===== config.mk =====
export PLATFORM = sky130hd
export DESIGN_NAME = serial_adder_ctrl
export DESIGN_NICKNAME = d
export VERILOG_FILES = /design/src/rtl/serial_adder_ctrl.sv
export SDC_FILE = /design/constraint.sdc
export NUM_CORES = 1
export LEC_CHECK = 0
export BUFFER_PORTS_ARGS = -buffer_cell sky130_fd_sc_hd__buf_2
export CAP_MARGIN = 25
export CORE_ASPECT_RATIO = 0.9
export CORE_MARGIN = 1.5
export CORE_UTILIZATION = 45
export DETAILED_ROUTE_END_ITERATION = 7
export PLACE_DENSITY = 0.67
export SLEW_MARGIN = 15
export SYNTH_ARGS = -nofsm -noshare
export SYNTH_HDL_FRONTEND = slang
export SYNTH_SLANG_ARGS = --single-unit

===== constraint.sdc =====
create_clock -name clk -period 3.8 [get_ports clk]
set_clock_uncertainty 0.05 [all_clocks]
set_input_delay 0.19 -clock clk [delete_from_list [all_inputs] [get_ports clk]]
set_output_delay 0.19 -clock clk [all_outputs]
set_load 0.01 [all_outputs]

===== src/rtl/serial_adder_ctrl.sv =====
// Bit-serial adder sequencer: one shared full_adder, W cycles per add, LSB first.
// Optional signed-overflow output enabled by defining SERIAL_ADD_OVF_EN.
module full_adder (
  input  logic a,
  input  logic b,
  input  logic cin,
  output logic sum,
  output logic carry
);
  assign sum   = a ^ b ^ cin;
  assign carry = (a & b) | (cin & (a ^ b));
endmodule

module serial_adder_ctrl #(
  parameter int W = 4
) (
  input  logic         clk,
  input  logic         rst,
  input  logic         start,
  input  logic [W-1:0] a_in,
  input  logic [W-1:0] b_in,
  input  logic         cin_in,
  output logic         busy,
  output logic         done,
  output logic [W-1:0] sum_out,
  output logic         cout_out
`ifdef SERIAL_ADD_OVF_EN
  ,
  output logic         ovf
`endif
);

  localparam int CW = (W > 1) ? $clog2(W) : 1;
  localparam int RW = (W > 1) ? W - 1 : 1;
  localparam logic [CW-1:0] LAST = CW'(W - 1);

  typedef enum logic [1:0] {
    S_IDLE,
    S_RUN,
    S_DONE
  } state_t;

  state_t         r_state;
  logic [W-1:0]   r_a_sh;
  logic [W-1:0]   r_b_sh;
  logic [RW-1:0]  r_res_sh;
  logic           r_c;
  logic [CW-1:0]  r_cnt;
  logic [W-1:0]   r_sum;
  logic           r_cout;
  logic           r_busy;
  logic           r_done;
  logic           w_sum;
  logic           w_carry;
  logic [W-1:0]   w_res_nxt;
  logic [RW-1:0]  w_res_keep;

  full_adder u_fa (
    .a     (r_a_sh[0]),
    .b     (r_b_sh[0]),
    .cin   (r_c),
    .sum   (w_sum),
    .carry (w_carry)
  );

  // Partial result lives in the top bits; new bit enters at the MSB.
  generate
    if (W == 1) begin : g_w1
      assign w_res_nxt  = w_sum;
      assign w_res_keep = r_res_sh;
    end else begin : g_wn
      assign w_res_nxt  = {w_sum, r_res_sh};
      assign w_res_keep = w_res_nxt[W-1:1];
    end
  endgenerate

`ifdef SERIAL_ADD_OVF_EN
  logic r_ovf;
  assign ovf = r_ovf;
`endif

  always_ff @(posedge clk or posedge rst) begin
    if (rst) begin
      r_state  <= S_IDLE;
      r_a_sh   <= '0;
      r_b_sh   <= '0;
      r_res_sh <= '0;
      r_c      <= 1'b0;
      r_cnt    <= '0;
      r_sum    <= '0;
      r_cout   <= 1'b0;
      r_busy   <= 1'b0;
      r_done   <= 1'b0;
`ifdef SERIAL_ADD_OVF_EN
      r_ovf    <= 1'b0;
`endif
    end else begin
      unique case (r_state)
        S_IDLE: begin
          if (start) begin
            r_a_sh  <= a_in;
            r_b_sh  <= b_in;
            r_c     <= cin_in;
            r_cnt   <= '0;
            r_state <= S_RUN;
            r_busy  <= 1'b1;
          end
        end
        S_RUN: begin
          r_c      <= w_carry;
          r_res_sh <= w_res_keep;
          r_a_sh   <= r_a_sh >> 1;
          r_b_sh   <= r_b_sh >> 1;
          r_cnt    <= r_cnt + CW'(1);
          if (r_cnt == LAST) begin
            r_sum   <= w_res_nxt;
            r_cout  <= w_carry;
            r_state <= S_DONE;
            r_done  <= 1'b1;
`ifdef SERIAL_ADD_OVF_EN
            r_ovf   <= r_c ^ w_carry;
`endif
          end
        end
        S_DONE: begin
          r_state <= S_IDLE;
          r_busy  <= 1'b0;
          r_done  <= 1'b0;
        end
        default: begin
          r_state <= S_IDLE;
          r_busy  <= 1'b0;
          r_done  <= 1'b0;
        end
      endcase
    end
  end

  assign busy     = r_busy;
  assign done     = r_done;
  assign sum_out  = r_sum;
  assign cout_out = r_cout;

endmodule


# == Word-level counts from Yosys, hierarchy flattened ==
# Cells that the tools add are included.
# totals
reg_bits,23
output_inout_bits,7
wordCells,44
# classes
n_addsub,1
n_eq_ne,4
muxes,15
bitwise_logic,7
n_reduce_logical,7
# ops
cell,count
$pmux 4 s2,2
$reduce_and 2->1,5
$mux 4,2
$pmux 2 s2,2
$mux 2,3
$pmux 1 s2,3
$ne 2x2->1 const B,2
$mux 1,3
$add 2x1->2 const B,1
$and 1x1->1,2
$eq 2x1->1 const B,1
$eq 2x2->1 const B,1
$logic_not 2->1,1
$not 1->1,2
$reduce_bool 2->1,1
$xor 1x1->1,2
$or 1x1->1,1

# == Depth between registers and ports, before layout ==
# depth
ltp_word,4
ltp_mapped,4
mapped_depth_nobuf,3

# == By module ==
# Synthesis repeated with hierarchy kept, for this count alone.
# unflattened
cells_unflattened,84
area_unflattened_um2,1099.8
# modules_own_cells
mod,n_inst,cells_per_inst,area_per_inst_um2,seq_area_each_um2
serial_adder_ctrl,1,83,1079.8,575.6
full_adder,1,1,20.0,0.0

# == Worst setup path before layout ==
# OpenSTA, ideal clock, no wires.
# synth_path
path_kind,reg2reg
startpoint,register r_state[1]
endpoint,register r_a_sh[0]
setup_time_ns,0.123
arrival_time_ns,1.120
required_ns,3.627
slack_ns,2.507
stages_incl_launch_ff,4
period_less_slack_ns,1.293
path_cell_list,dfrtp_1 buf_6 or4b_1 o221a_2
# synth_via
elab_chain_cells,3
elab_cells_between_ends,6
cone_classes,2 x eq/ne; 1 x mux; 3 x reduce/logical
# synth_rtl
item,line_no,text
from (decl),43,state_t r_state;
from (signal assigned),84,r_state <= S_IDLE;
from (signal assigned),105,r_state <= S_RUN;
from (signal assigned),118,r_state <= S_DONE;
$eq 2x1->1 or $logic_not 2->1 (tied branches),98,unique case (r_state)
$reduce_bool 2->1 (no line) or $ne 2x2->1 (tied branches),n/a,
$reduce_and 2->1 (no line),n/a,
to (signal assigned),101,r_a_sh <= a_in;
to (signal assigned),112,r_a_sh <= r_a_sh >> 1;
to (decl),44,logic [W-1:0] r_a_sh;
# Parallel ways exist; a longest one is shown, timed or not.
# A chain may end at the register's enable or synchronous reset.

# == Worst setup path in the final report ==
# layout_path
startpoint,register r_state[0]
endpoint,register r_res_sh[2]
# layout_via
elab_chain_cells,1
# layout_rtl
item,line_no,text
$eq 2x1->1,98,
to (signal assigned),111,r_res_sh <= w_res_keep;
to (decl),46,logic [RW-1:0] r_res_sh;
# Every way passes these cells.

==> flow_metrics.tcl <==
set metrics [dict create \
    grt_pass1_vias 702 \
    synth_area_mm2 0.00105 \
    async_flop_share_pct 100 \
    post-route-period-util_pct 42.6 \
    slowest_stage "dfrtp_1" \
    drive_gt1_share_pct 36.5 \
    p_int_uw 612 \
    vdd_drop_max_v 0.000455 \
    switching_share_pct 35.3 \
    ys_warn_count 0 \
    leakage_nw 0.554 \
    ys_types 27 \
    wire_per_inst_um 14.7 \
    grt_start_max_net_pins 24 \
    synthTopCellsByArea "dfrtp_1, mux2_2, o221a_2, or4b_1, nor4b_1" \
    drtIter0Drc 10 \
    drt-total-wl_um 1810 \
    ys.flop_type "dfrtp_1" \
    utilization_pct 53.0 \
    rows 16 \
    cellPowerDensity_mw_per_mm2 810 \
    vias_per_cell 5.51 \
    numCtsBuffers 3 \
    start_util_pct 47.9 \
    dieArea_mm2 0.00264 \
    cts.clk_slew.worst_paths_ns 0.12 \
    cts_resized 0 \
    cts.sinks 23 \
    core_mm2 0.00220 \
    nNetsFinal 111 \
    syn_inst 79 \
    grtUsageTotal_pct 16.8 \
    via_count 678 \
    die_w_um 54.0 \
    drcViolationCount 0 \
    synth_top_area_share_pct 54.6 \
    avgSynthCellArea_um2 13.4 \
    hold_class "in2async" \
    failed_checks "hold timing" \
    clockBufferDepth 2 \
    p_comb_share_pct 38.3 \
    drtAntennaViolNets 0 \
    required_ns 3.96 \
    synth_edf_count 0 \
    crit_chain "nor2b_1 > mux2_2" \
    crit_path_end_kind "register" \
    rsz0062_at_grt "false" \
    synth_seq_cells 23 \
    clkLatencyLatePin_ns 0.31 \
    cts_setup_buffers 0 \
    dr.pass1.iters 2 \
    report.final.slew_viol_count 0 \
    antennaDiodeCount 0 \
    outcome "finished with violations" \
    holdWs_ns -0.0194 \
    critPathMaxStageDelay_ns 0.78 \
    synth_fp_nets 93 \
    hold_viol_final 23 \
    io_buffers 18 \
    cp-start-kind "register" \
    syn_to_final_growth_pct 10.7 \
    grt_pass1_wl_um 3250 \
    grt_overflow_total 0 \
    num_io_pins 19 \
    holdBufCountCts 0 \
    period_minus_slack_ns 1.62 \
    htree_num_levels 1 \
    die_y_um 48.9 \
    synth.top_cells.by_count "dfrtp_1, mux2_2, inv_1" \
    synth.most_common_cell "dfrtp_1" \
    maxCapViolations 0 \
    yosysTopAreaCell "dfrtp_1" \
    power_switching_uw 334 \
    root_buffer "clkbuf_4" \
    critical_path_arrival_ns 1.77 \
    p_clk_share_pct 11.7 \
    cts_tree "yes" \
    setup_viol 0 \
    yosysSeqAreaShare_pct 54.6 \
    antenna_found_initial 0 \
    fmax_mhz 618 \
    tns_ns 0 \
    slew_headroom_pct 43.6 \
    path_max_fanout 21 \
    gp_congestion 0.705 \
    crit_type "reg2reg" \
    dp_hpwl_um 1270 \
    nFillCells 218 \
    tightestPinTransition_ns 0.846 \
    pwr-share-seq_pct 50.0 \
]
-- critical path: cells and delay by family (launching register included) --
family	cells	cell delay, ns
DFF	1	0.78
muxes	1	0.36
and+or+nand+nor	1	0.33
-- power by group through the flow --
stage                     logic [mW]  registers [mW]  clock network, mW
after global placement         0.358           0.473                  0
after floorplan                0.311           0.441                  0
after detailed placement       0.367           0.478                  0
after CTS                      0.370           0.472              0.117
final                          0.362           0.473              0.111
after global routing           0.409           0.493              0.128
-- flip-flops by register name (all words and copies together), names as in the netlist --
register  flops
busy          1
cout_out      1
done          1
r_a_sh        4
r_b_sh        4
r_c           1
r_cnt         2
r_res_sh      3
r_state       2
sum_out       4
-- per-layer routing --
metal / share of wire (%) / vias up / global-route usage [%]
met2: 45 / 17 / 26.6
li1: - / 330 / -
met1: 50 / 331 / 22.2
met4: 0 / 0 / 2.50
met3: 4.6 / 0 / 6.44
met5: 0 / - / 0
-- cell usage in the layout (no fill, tap or decap) --
cell type  instances
nor2b_1            1
nor3b_1            2
o21bai_1           1
inv_1              6
a211oi_1           1
mux2_2             8
fa_1               1
nor2_1             3
dfrtp_1           23
mux2i_1            1
clkbuf_4           3
a21o_1             1
nand3b_4           1
nor4bb_1           2
a21oi_1            3
a221oi_1           2
or4b_1             4
o21ba_2            1
clkbuf_1           1
or2b_1             1
nand2b_1           2
ha_1               1
nor4b_1            3
buf_2             18
a211o_1            1
a22o_1             1
o221a_2            4
-- final timing paths --
| check | startpoint | endpoint | slack [ns] | cells past startpoint |
|---|---|---|---|---|
| max | r_state[0] | r_res_sh[2] | 2.18 | 2 |
| min | rst | done | -0.02 | 2 |
| max reg2reg | r_state[0] | r_res_sh[2] | 2.18 | 2 |
| min reg2reg | r_b_sh[3] | r_b_sh[3] | 0.45 | 1 |
| max in group asynchronous | rst | r_state[0] | 3.20 | 2 |
| min in group clk | a_in[2] | r_a_sh[2] | 0.17 | 3 |
-- final cells by class --
| cell class | count | area (µm²) | area share [%] |
|---|---|---|---|
| sequential | 23 | 576 | 49.3 |
| multi-input combinational | 45 | 419 | 35.9 |
| tap | 27 | 33.8 | 2.89 |
| timing repair buffer | 18 | 90.1 | 7.72 |
| inverter | 6 | 22.5 | 1.93 |
| clock buffer | 4 | 26.3 | 2.25 |
-- kinds of logic after synthesis --
kind of cell,Yosys count,synth area share [%]
flip-flops,23,54.6
AND/OR/NAND/NOR,19,15.1
AO/OA/AOI/OAI,15,12.1
buffers and inverters,11,5.69
multiplexers,9,9.49
adder cells (fa/ha/maj),2,3.08
-- through the flow --
stage / hold WS [ns] / area [µm²] / std cells / setup slack (ns) / total power [mW]
2_1_floorplan: 0.142 / 1050 / 79 / 2.51 / 0.752
3_3_place_gp: 0.354 / 1140 / 119 / 2.27 / 0.831
3_5_place_dp: 0.359 / 1140 / 119 / 2.21 / 0.845
4_1_cts: 0.00730 / 1170 / 123 / 2.19 / 0.959
5_1_grt: 0.0467 / 1170 / 123 / 2.07 / 1.03
6_report: -0.0194 / 1170 / 123 / 2.18 / 0.946
No activity file was read; power rests on OpenSTA's default activity.
